--- src/rtl/timer_pkg.sv ---
// timer_pkg: shared definitions for the timer array.
// Holds the per-channel FSM state encoding, register offsets, mode codes,
// CTRL bit positions, the CTRL payload struct and its 32-bit read formatter.
package timer_pkg;

    // Per-channel sequencing states
    typedef enum logic [1:0] {
        ST_IDLE = 2'd0,
        ST_LOAD = 2'd1,
        ST_CNT  = 2'd2,
        ST_INT  = 2'd3
    } state_t;

    // Field widths
    localparam int unsigned BUS_W  = 32;
    localparam int unsigned SEL_W  = 2;
    localparam int unsigned MODE_W = 2;
    localparam int unsigned PSC_W  = 8;

    // Register select codes (addr[3:2]); code 3 is unmapped
    localparam logic [SEL_W-1:0] REG_CTRL   = 2'd0;
    localparam logic [SEL_W-1:0] REG_PRESET = 2'd1;
    localparam logic [SEL_W-1:0] REG_COUNT  = 2'd2;

    // Mode codes; anything other than auto-reload behaves as one-shot
    localparam logic [MODE_W-1:0] MODE_ONESHOT = 2'b00;
    localparam logic [MODE_W-1:0] MODE_RELOAD  = 2'b01;

    // CTRL bit positions
    localparam int unsigned CTRL_EN_BIT   = 0;
    localparam int unsigned CTRL_MODE_LSB = 1;
    localparam int unsigned CTRL_IM_BIT   = 3;
    localparam int unsigned CTRL_PEND_BIT = 4;
    localparam int unsigned CTRL_PSC_LSB  = 8;

    // Stored CTRL contents of one channel
    typedef struct packed {
        logic [PSC_W-1:0]  psc;
        logic              pend;
        logic              im;
        logic [MODE_W-1:0] mode;
        logic              en;
    } ctrl_t;

    // Place CTRL fields at their bus positions; unused bits read 0
    function automatic logic [BUS_W-1:0] ctrl_to_word(input ctrl_t c);
        logic [BUS_W-1:0] word;
        word = '0;
        word[CTRL_EN_BIT]                   = c.en;
        word[CTRL_MODE_LSB +: MODE_W]       = c.mode;
        word[CTRL_IM_BIT]                   = c.im;
        word[CTRL_PEND_BIT]                 = c.pend;
        word[CTRL_PSC_LSB +: PSC_W]         = c.psc;
        return word;
    endfunction

endpackage

--- src/rtl/timer_channel.sv ---
// timer_channel: one down-counting timer with prescaler and interrupt pending.
// Ports:
//   clk, reset          clock, asynchronous active-high reset
//   wr_ctrl, wr_preset  decoded write strobes for this channel
//   wd                  write data
//   ctrl_rd             CTRL formatted for the bus
//   preset_rd, count_rd PRESET / COUNT zero-extended to 32 bits
//   irq                 PEND & IM
module timer_channel
    import timer_pkg::*;
#(
    parameter int unsigned WIDTH = 32
) (
    input  logic              clk,
    input  logic              reset,
    input  logic              wr_ctrl,
    input  logic              wr_preset,
    input  logic [BUS_W-1:0]  wd,
    output logic [BUS_W-1:0]  ctrl_rd,
    output logic [BUS_W-1:0]  preset_rd,
    output logic [BUS_W-1:0]  count_rd,
    output logic              irq
);

    state_t             state_q,   state_d;
    ctrl_t              ctrl_q,    ctrl_d;
    logic [WIDTH-1:0]   preset_q,  preset_d;
    logic [WIDTH-1:0]   count_q,   count_d;
    logic [PSC_W-1:0]   psc_cnt_q, psc_cnt_d;
    logic               pend_set;

    // Upper data bits are only meaningful to PRESET when WIDTH is wide
    logic unused_wd;
    assign unused_wd = ^wd[BUS_W-1:16];

    // State and register file
    always_ff @(posedge clk or posedge reset) begin
        if (reset) begin
            state_q   <= ST_IDLE;
            ctrl_q    <= '0;
            preset_q  <= '0;
            count_q   <= '0;
            psc_cnt_q <= '0;
        end else begin
            state_q   <= state_d;
            ctrl_q    <= ctrl_d;
            preset_q  <= preset_d;
            count_q   <= count_d;
            psc_cnt_q <= psc_cnt_d;
        end
    end

    // Next-state, counting and register update
    always_comb begin
        state_d   = state_q;
        ctrl_d    = ctrl_q;
        preset_d  = preset_q;
        count_d   = count_q;
        psc_cnt_d = psc_cnt_q;
        pend_set  = 1'b0;

        case (state_q)
            ST_IDLE: begin
                if (ctrl_q.en) begin
                    state_d = ST_LOAD;
                end
            end
            ST_LOAD: begin
                count_d   = preset_q;
                psc_cnt_d = '0;
                state_d   = ST_CNT;
            end
            ST_CNT: begin
                if (!ctrl_q.en) begin
                    state_d = ST_IDLE;
                end else if (count_q == '0) begin
                    // PEND rises on the edge that enters INT
                    pend_set = 1'b1;
                    state_d  = ST_INT;
                end else if (psc_cnt_q == ctrl_q.psc) begin
                    psc_cnt_d = '0;
                    count_d   = count_q - WIDTH'(1);
                end else begin
                    psc_cnt_d = psc_cnt_q + PSC_W'(1);
                end
            end
            ST_INT: begin
                if (ctrl_q.mode == MODE_RELOAD) begin
                    state_d = ST_LOAD;
                end else begin
                    ctrl_d.en = 1'b0;
                    state_d   = ST_IDLE;
                end
            end
            default: begin
                state_d = ST_IDLE;
            end
        endcase

        // PRESET only takes effect at the next LOAD
        if (wr_preset) begin
            preset_d = wd[WIDTH-1:0];
        end

        // Software CTRL write overrides the hardware EN clear in INT
        if (wr_ctrl) begin
            ctrl_d.en   = wd[CTRL_EN_BIT];
            ctrl_d.mode = wd[CTRL_MODE_LSB +: MODE_W];
            ctrl_d.im   = wd[CTRL_IM_BIT];
            ctrl_d.psc  = wd[CTRL_PSC_LSB +: PSC_W];
            if (wd[CTRL_PEND_BIT]) begin
                ctrl_d.pend = 1'b0;
            end
        end

        // Hardware set beats a same-edge write-1-to-clear
        if (pend_set) begin
            ctrl_d.pend = 1'b1;
        end
    end

    // Read views and interrupt, all from registered state
    assign ctrl_rd   = ctrl_to_word(ctrl_q);
    assign preset_rd = BUS_W'(preset_q);
    assign count_rd  = BUS_W'(count_q);
    assign irq       = ctrl_q.pend & ctrl_q.im;

endmodule

--- src/rtl/timer_array.sv ---
// timer_array: N_CH independent timers behind a simple select/write bus.
// Ports:
//   clk, reset  clock, asynchronous active-high reset
//   sel, we     block select and write strobe (write when both high)
//   addr        byte address: [5:4] channel, [3:2] register
//   wd          write data
//   rd          read data, combinational from addr
//   irq         per-channel interrupt
module timer_array
    import timer_pkg::*;
#(
    parameter int unsigned N_CH  = 2,
    parameter int unsigned WIDTH = 32
) (
    input  logic              clk,
    input  logic              reset,
    input  logic              sel,
    input  logic              we,
    input  logic [BUS_W-1:0]  addr,
    input  logic [BUS_W-1:0]  wd,
    output logic [BUS_W-1:0]  rd,
    output logic [N_CH-1:0]   irq
);

    logic [SEL_W-1:0] ch_sel;
    logic [SEL_W-1:0] reg_sel;
    logic             wr_en;

    logic [BUS_W-1:0] ctrl_rd   [N_CH];
    logic [BUS_W-1:0] preset_rd [N_CH];
    logic [BUS_W-1:0] count_rd  [N_CH];

    // Address bits outside the register/channel fields are don't-care
    logic unused_addr;
    assign unused_addr = ^{addr[BUS_W-1:6], addr[1:0]};

    assign ch_sel  = addr[5:4];
    assign reg_sel = addr[3:2];
    assign wr_en   = sel & we;

    // One channel per index; unmatched channel indices decode to nothing
    for (genvar c = 0; c < N_CH; c++) begin : g_ch
        logic hit;
        assign hit = wr_en && (ch_sel == SEL_W'(c));

        timer_channel #(
            .WIDTH (WIDTH)
        ) u_ch (
            .clk       (clk),
            .reset     (reset),
            .wr_ctrl   (hit && (reg_sel == REG_CTRL)),
            .wr_preset (hit && (reg_sel == REG_PRESET)),
            .wd        (wd),
            .ctrl_rd   (ctrl_rd[c]),
            .preset_rd (preset_rd[c]),
            .count_rd  (count_rd[c]),
            .irq       (irq[c])
        );
    end

    // Read mux; unmapped offsets and channels read 0
    always_comb begin
        rd = '0;
        for (int unsigned c = 0; c < N_CH; c++) begin
            if (ch_sel == SEL_W'(c)) begin
                case (reg_sel)
                    REG_CTRL:   rd = ctrl_rd[c];
                    REG_PRESET: rd = preset_rd[c];
                    REG_COUNT:  rd = count_rd[c];
                    default:    rd = '0;
                endcase
            end
        end
    end

endmodule

--- config.mk ---
export PLATFORM = sky130hd
export DESIGN_NAME = timer_array
export DESIGN_NICKNAME = d
export VERILOG_FILES = /design/src/rtl/timer_pkg.sv /design/src/rtl/timer_channel.sv /design/src/rtl/timer_array.sv
export SDC_FILE = /design/constraint.sdc
export NUM_CORES = 1
export LEC_CHECK = 0
export CAP_MARGIN = 20
export CORE_MARGIN = 2
export CORE_UTILIZATION = 55
export CTS_BUF_LIST = sky130_fd_sc_hd__clkbuf_2
export DETAILED_ROUTE_END_ITERATION = 16
export DONT_BUFFER_PORTS = 1
export PLACE_DENSITY = 0.69
export SLEW_MARGIN = 20
export SYNTH_ARGS = -nofsm -noshare
export SYNTH_HDL_FRONTEND = slang
export SYNTH_SLANG_ARGS = --single-unit
export TNS_END_PERCENT = 100
--- constraint.sdc ---
create_clock -name clk -period 8.4 [get_ports clk]
set_clock_uncertainty 0.05 [all_clocks]
set_input_delay 0 -clock clk [delete_from_list [all_inputs] [get_ports clk]]
set_output_delay 0 -clock clk [all_outputs]
set_load 0.02 [all_outputs]
# Word level (Yosys, flattened, before mapping)
# Cells that the tools add are included.
# totals
regBits,174
output_inout_bits,34
# classes
n_addsub,4
eq_ne,25
mux,45
bitwise_logic,3
reduce_logical,30
# ops
operator,count
2-to-1 mux 32 bit,8
case mux 32 bit (3 select lines),2
case mux 32 bit (2 select lines),2
logical NOT 32 bit,2
"subtractor 32 x 1 -> 32 bit, second input constant",2
2-to-1 mux 8 bit,6
case mux 8 bit (2 select lines),2
"adder 8 x 1 -> 8 bit, second input constant",2
equality test 8 bit,2
"!= test 2 x 1 -> 1 bit, second input constant",8
case mux 2 bit (4 select lines),2
nonzero test 2 bit,8
2-to-1 mux 1 bit,15
"equality test 2 x 1 -> 1 bit, second input constant",6
2-to-1 mux 2 bit,6
AND reduction 2 bit,6
"equality test 2 bit, second input constant",5
2-to-1 mux 5 bit,2
logical NOT 2 bit,4
AND reduction 4 bit,2
logical AND 1 bit,6
"!= test 3 bit, second input constant",2
AND reduction 3 bit,2
"!= test 2 bit, second input constant",2
bitwise AND 1 bit,3

# Logic depth before layout (Yosys ltp)
# depth
word_depth,6
ltp_mapped,10
ltp_nobuf,8

# Hierarchy
# A second synthesis with hierarchy kept.
# unflattened
cells_unflattened,1143
hier_area_um2,11230.8
# modules_own_cells
module,instances,cells_per_inst,area_per_inst_um2,seq_area_each_um2
timer_channel (g_ch[1].u_ch),1,476,4790.8,2177.1
timer_channel (g_ch[0].u_ch),1,470,4778.3,2177.1
timer_array,1,197,1661.6,0.0

# Worst setup path after synthesis
# Ideal clock, no wire load.
# synth_path
kind,flip-flop to flip-flop
from,reg g_ch[1].u_ch.count_q[26]
to,reg g_ch[1].u_ch.count_q[15]
arrival_ps,2557
setup_slack_ps,5665
stages_incl_launch_ff,8
synth_period_minus_slack_ps,2735
path_cell_list,dfrtp_1 > or4_1 > buf_2 > or4_4 > or4_1 > and3_4 > a222oi_1 > nand2_1
# synth_between
elab_chain_len,3
# synth_rtl
item,line,rtl
start: declaration,timer_channel.sv:28,"logic [WIDTH-1:0] count_q, count_d;"
start signal: assignment,timer_channel.sv:48,count_q <= count_d;
logical NOT 32 bit,timer_channel.sv:76,end else if (count_q == '0) begin
!= test 2 bit (no source line),-,
AND reduction 4 bit (no source line),-,
# No other way between the ends.
# A chain may end at the register's enable or synchronous reset.

# Worst setup path after layout
# layout_path
from,reg g_ch[0].u_ch.state_q[0]
to,reg g_ch[0].u_ch.count_q[23]
# layout_between
elab_chain_len,3
word_cells_on_any_way,8
cone_classes,5 x eq/ne; 1 x mux; 2 x reduce/logical
# layout_rtl
item,line,rtl
start: declaration,timer_channel.sv:25,"state_t state_q, state_d;"
start signal: assignment,timer_channel.sv:45,state_q <= state_d;
equality test 2 bit / equality test 2 x 1 -> 1 bit (equally long branches),timer_channel.sv:62,case (state_q)
"!= test 2 x 1 -> 1 bit (no source line), or another cell as far along",-,
AND reduction 4 bit (no source line),-,
end signal: assignment,timer_channel.sv:48,
end: declaration,timer_channel.sv:28,
# Parallel ways exist; a longest one is shown, timed or not.

==> qor.yml <==
max_freq_mhz: 259
setup_violations: 0
initial_utilization: 0.564
ys_warn_count: 0
drtIter0Drc: 1026
fin_crit_sh: 0.460
finalHoldViolCount: 0
post-route-util: 0.642
worstSetupStartpoint: "g_ch[0].u_ch.state_q[0]"
drive_gt1_frac: 0.133
p_leak_nw: 4.70
synth_edf_count: 0
grt_max_degree: 107
syn2layout_area_growth_pct: 13.9
clockBufferDepth: 2
cp_max_fo: 53
die_w_um: 140
grt_setup_unrepaired: "false"
multiInputGateArea_um2: 5480
synthArstFlopShare: 1.00
max-cap-violations: 0
postCtsSetupRepairBufs: 0
core_um2: 18100
synthCells: 1068
vias_per_cell: 6.87
drc: 0
grt_use_total: 0.334
antenna_found_initial: 1
min-delay-start: "sel"
status: "finished clean"
num-nets-final: 1206
ios: 102
ys_ff_latch: 174
layout_min_cycle_time_ns: 3.87
ctsHoldBuffers: 96
htree_levels: 4
fillCellCount: 1467
syn_area_um2: 10200
end_kind: "flip-flop"
std_cell_rows: 49
dieArea_um2: 19600
grt_pass1_wl_mm: 51.3
total_power_w: 0.00356
p_per_area_nw_per_um2: 306
grt_pass1_vias: 8941
tightest_slew_ns: 1.01
wl_per_cell_um: 23.7
cts_tree: "done"
cts-buffers-inserted: 17
ys.flop_type: "dfrtp_1"
yosysSeqAreaShare: 0.427
clkSinkCount: 174
r2r_slack_ns: 4.53
place_area_um2: 10300
worstSetupPathType: "flip-flop to flip-flop"
min_path_type: "input pin to flip-flop"
cp_data_required_time_ns: 9.06
fin_area_um2: 11600
avgSynthCellArea_um2: 9.55
ir_drop_mv: 0.185
relSlewSlack: 0.324
synth_fp_nets: 1148
fin_cells: 1369
seq_area_um2: 4350
start_kind: "flip-flop"
numPortBuffers: 0
die_height_um: 140
ys_types: 71
rr_startpoint: "g_ch[0].u_ch.state_q[0]"
clk_latency_ns: 0.83
worstPathArrival_ns: 4.53
slew_violations: 0
routed_wl_mm: 32.5
dr.pass1.iters: 6
path_clk_slew_ns: 0.28
vias: 9408
cts-root-buf: "clkbuf_2"
gp_congestion: 0.904
antenna_left: 0
grt-ovfl-total: 0
dpl.hpwl_mm: 21.2
cts-resized-gates: 0
fin_setup_tns_ns: 0
dp_cells: 1236
[layout make-up]
type / instances / share of cell area
diodes: 1 / 0.000215
clock buffers: 17 / 0.00732
flip-flops and latches: 174 / 0.375
multi-input cells: 794 / 0.472
repair buffers: 113 / 0.0961
well taps: 229 / 0.0247
clock inverters: 15 / 0.0162
inverters: 26 / 0.00883
[through the flow]
step | hold WS (ns) | setup slack, ns
floorplan | 0.0291 | 3.63
global placement | 0.0340 | 4.68
detailed placement | 0.0342 | 4.72
CTS | 0.00139 | 4.66
global route | 0.0131 | 4.34
finish | 0.0327 | 4.53
[per-layer routing]
metal	routed length, um	vias up	global-route usage
met5	0	-	0
met4	1330	0	0.153
met2	15200	436	0.515
li1	-	4200	-
met3	2330	100	0.0738
met1	13600	4672	0.454
[kinds of logic after synthesis]
group | share of synthesized area
adder cells (fa/ha/maj) | 0.0147
multiplexers | 0.122
AND/OR/NAND/NOR | 0.177
flip-flops | 0.427
buffers and inverters | 0.0379
AO/OA/AOI/OAI | 0.201
XOR/XNOR | 0.0198
[power breakdown]
| part | leakage, nW | internal (W) | total (W) | switching [W] |
|---|---|---|---|---|
| clock | 0.152 | 0.000171 | 0.000503 | 0.000332 |
| combinational | 2.33 | 0.000646 | 0.00164 | 0.000995 |
| sequential | 2.22 | 0.00109 | 0.00141 | 0.000330 |
| total | 4.70 | 0.00190 | 0.00356 | 0.00166 |
[path summary, 6_finish.rpt]
kind,to,depth (start not counted)
min in group asynchronous,g_ch[0].u_ch.ctrl_rd[3],4
setup / recovery,g_ch[0].u_ch.count_rd[23],9
hold / removal,g_ch[0].u_ch.ctrl_rd[0],3
hold reg to reg,g_ch[1].u_ch.psc_cnt_q[7],1
max in group asynchronous,g_ch[0].u_ch.count_rd[20],4
setup reg to reg,g_ch[0].u_ch.count_rd[23],9
[critical path: stages (launching register included)]
cell     delay [ns]
dfrtp_1        0.47
inv_1          0.10
ha_2           0.18
buf_4          0.29
inv_1          0.71
nand2_1        0.44
nand2_1        0.29
nand3_1        0.65
a22o_1         0.41
a21o_1         0.15
[synthesized netlist by cell type, types with 4 or more instances]
master / n / area (um^2)
o311ai_0: 9 / 78.8
dfrtp_1: 174 / 4350
nor3_1: 35 / 175
nor4_1: 20 / 125
buf_1: 9 / 33.8
o21ai_1: 5 / 25.0
a311oi_1: 5 / 43.8
nand4_1: 16 / 100
a22o_1: 4 / 35.0
o31ai_1: 6 / 45.0
nand3_1: 35 / 175
and3_1: 13 / 81.3
nor2b_1: 11 / 68.8
nand2_1: 68 / 255
nor2_1: 78 / 293
clkbuf_1: 60 / 225
a31oi_1: 8 / 50.1
o31a_1: 4 / 35.0
or3_1: 22 / 138
nand2b_1: 9 / 56.3
or4_1: 15 / 113
mux2i_1: 29 / 290
o32ai_1: 8 / 70.1
a32oi_1: 6 / 52.6
ha_1: 12 / 150
xnor2_1: 20 / 175
o211ai_1: 11 / 82.6
a21oi_1: 48 / 240
inv_1: 26 / 97.6
a22oi_1: 41 / 308
o21ai_0: 42 / 210
o22ai_1: 31 / 194
mux2_2: 85 / 957
a211oi_1: 32 / 240
a2bb2oi_1: 5 / 43.8
[flip-flops by register name, summed over array words and instances (netlist names)]
register             cells
g_ch.u_ch.count_rd      64
g_ch.u_ch.state_q        4
g_ch.u_ch.ctrl_rd       26
g_ch.u_ch.preset_rd     64
g_ch.u_ch.psc_cnt_q     16
[cells in the final DEF, fill, tap and decap left out, drive strengths merged, types with 4 or more instances in the layout]
cell,instances
dfrtp,174
a21oi,49
nor2b,11
nor4,22
o211ai,11
nor2,79
nand2,68
a32oi,6
ha,12
or4,16
a22o,4
or3,22
or2,5
mux2i,29
xnor2,20
o32ai,8
o22ai,31
nand3,35
inv,29
a2bb2oi,5
a311oi,5
o311ai,11
nand2b,9
dlygate4sd3,99
a22oi,41
clkbuf,17
a211oi,32
nand4,16
and3,14
buf,14
o31a,4
a31oi,8
clkinv,6
o31ai,6
o21ai,47
nor3,35
mux2,85
No activity file was read; power rests on OpenSTA's default activity.
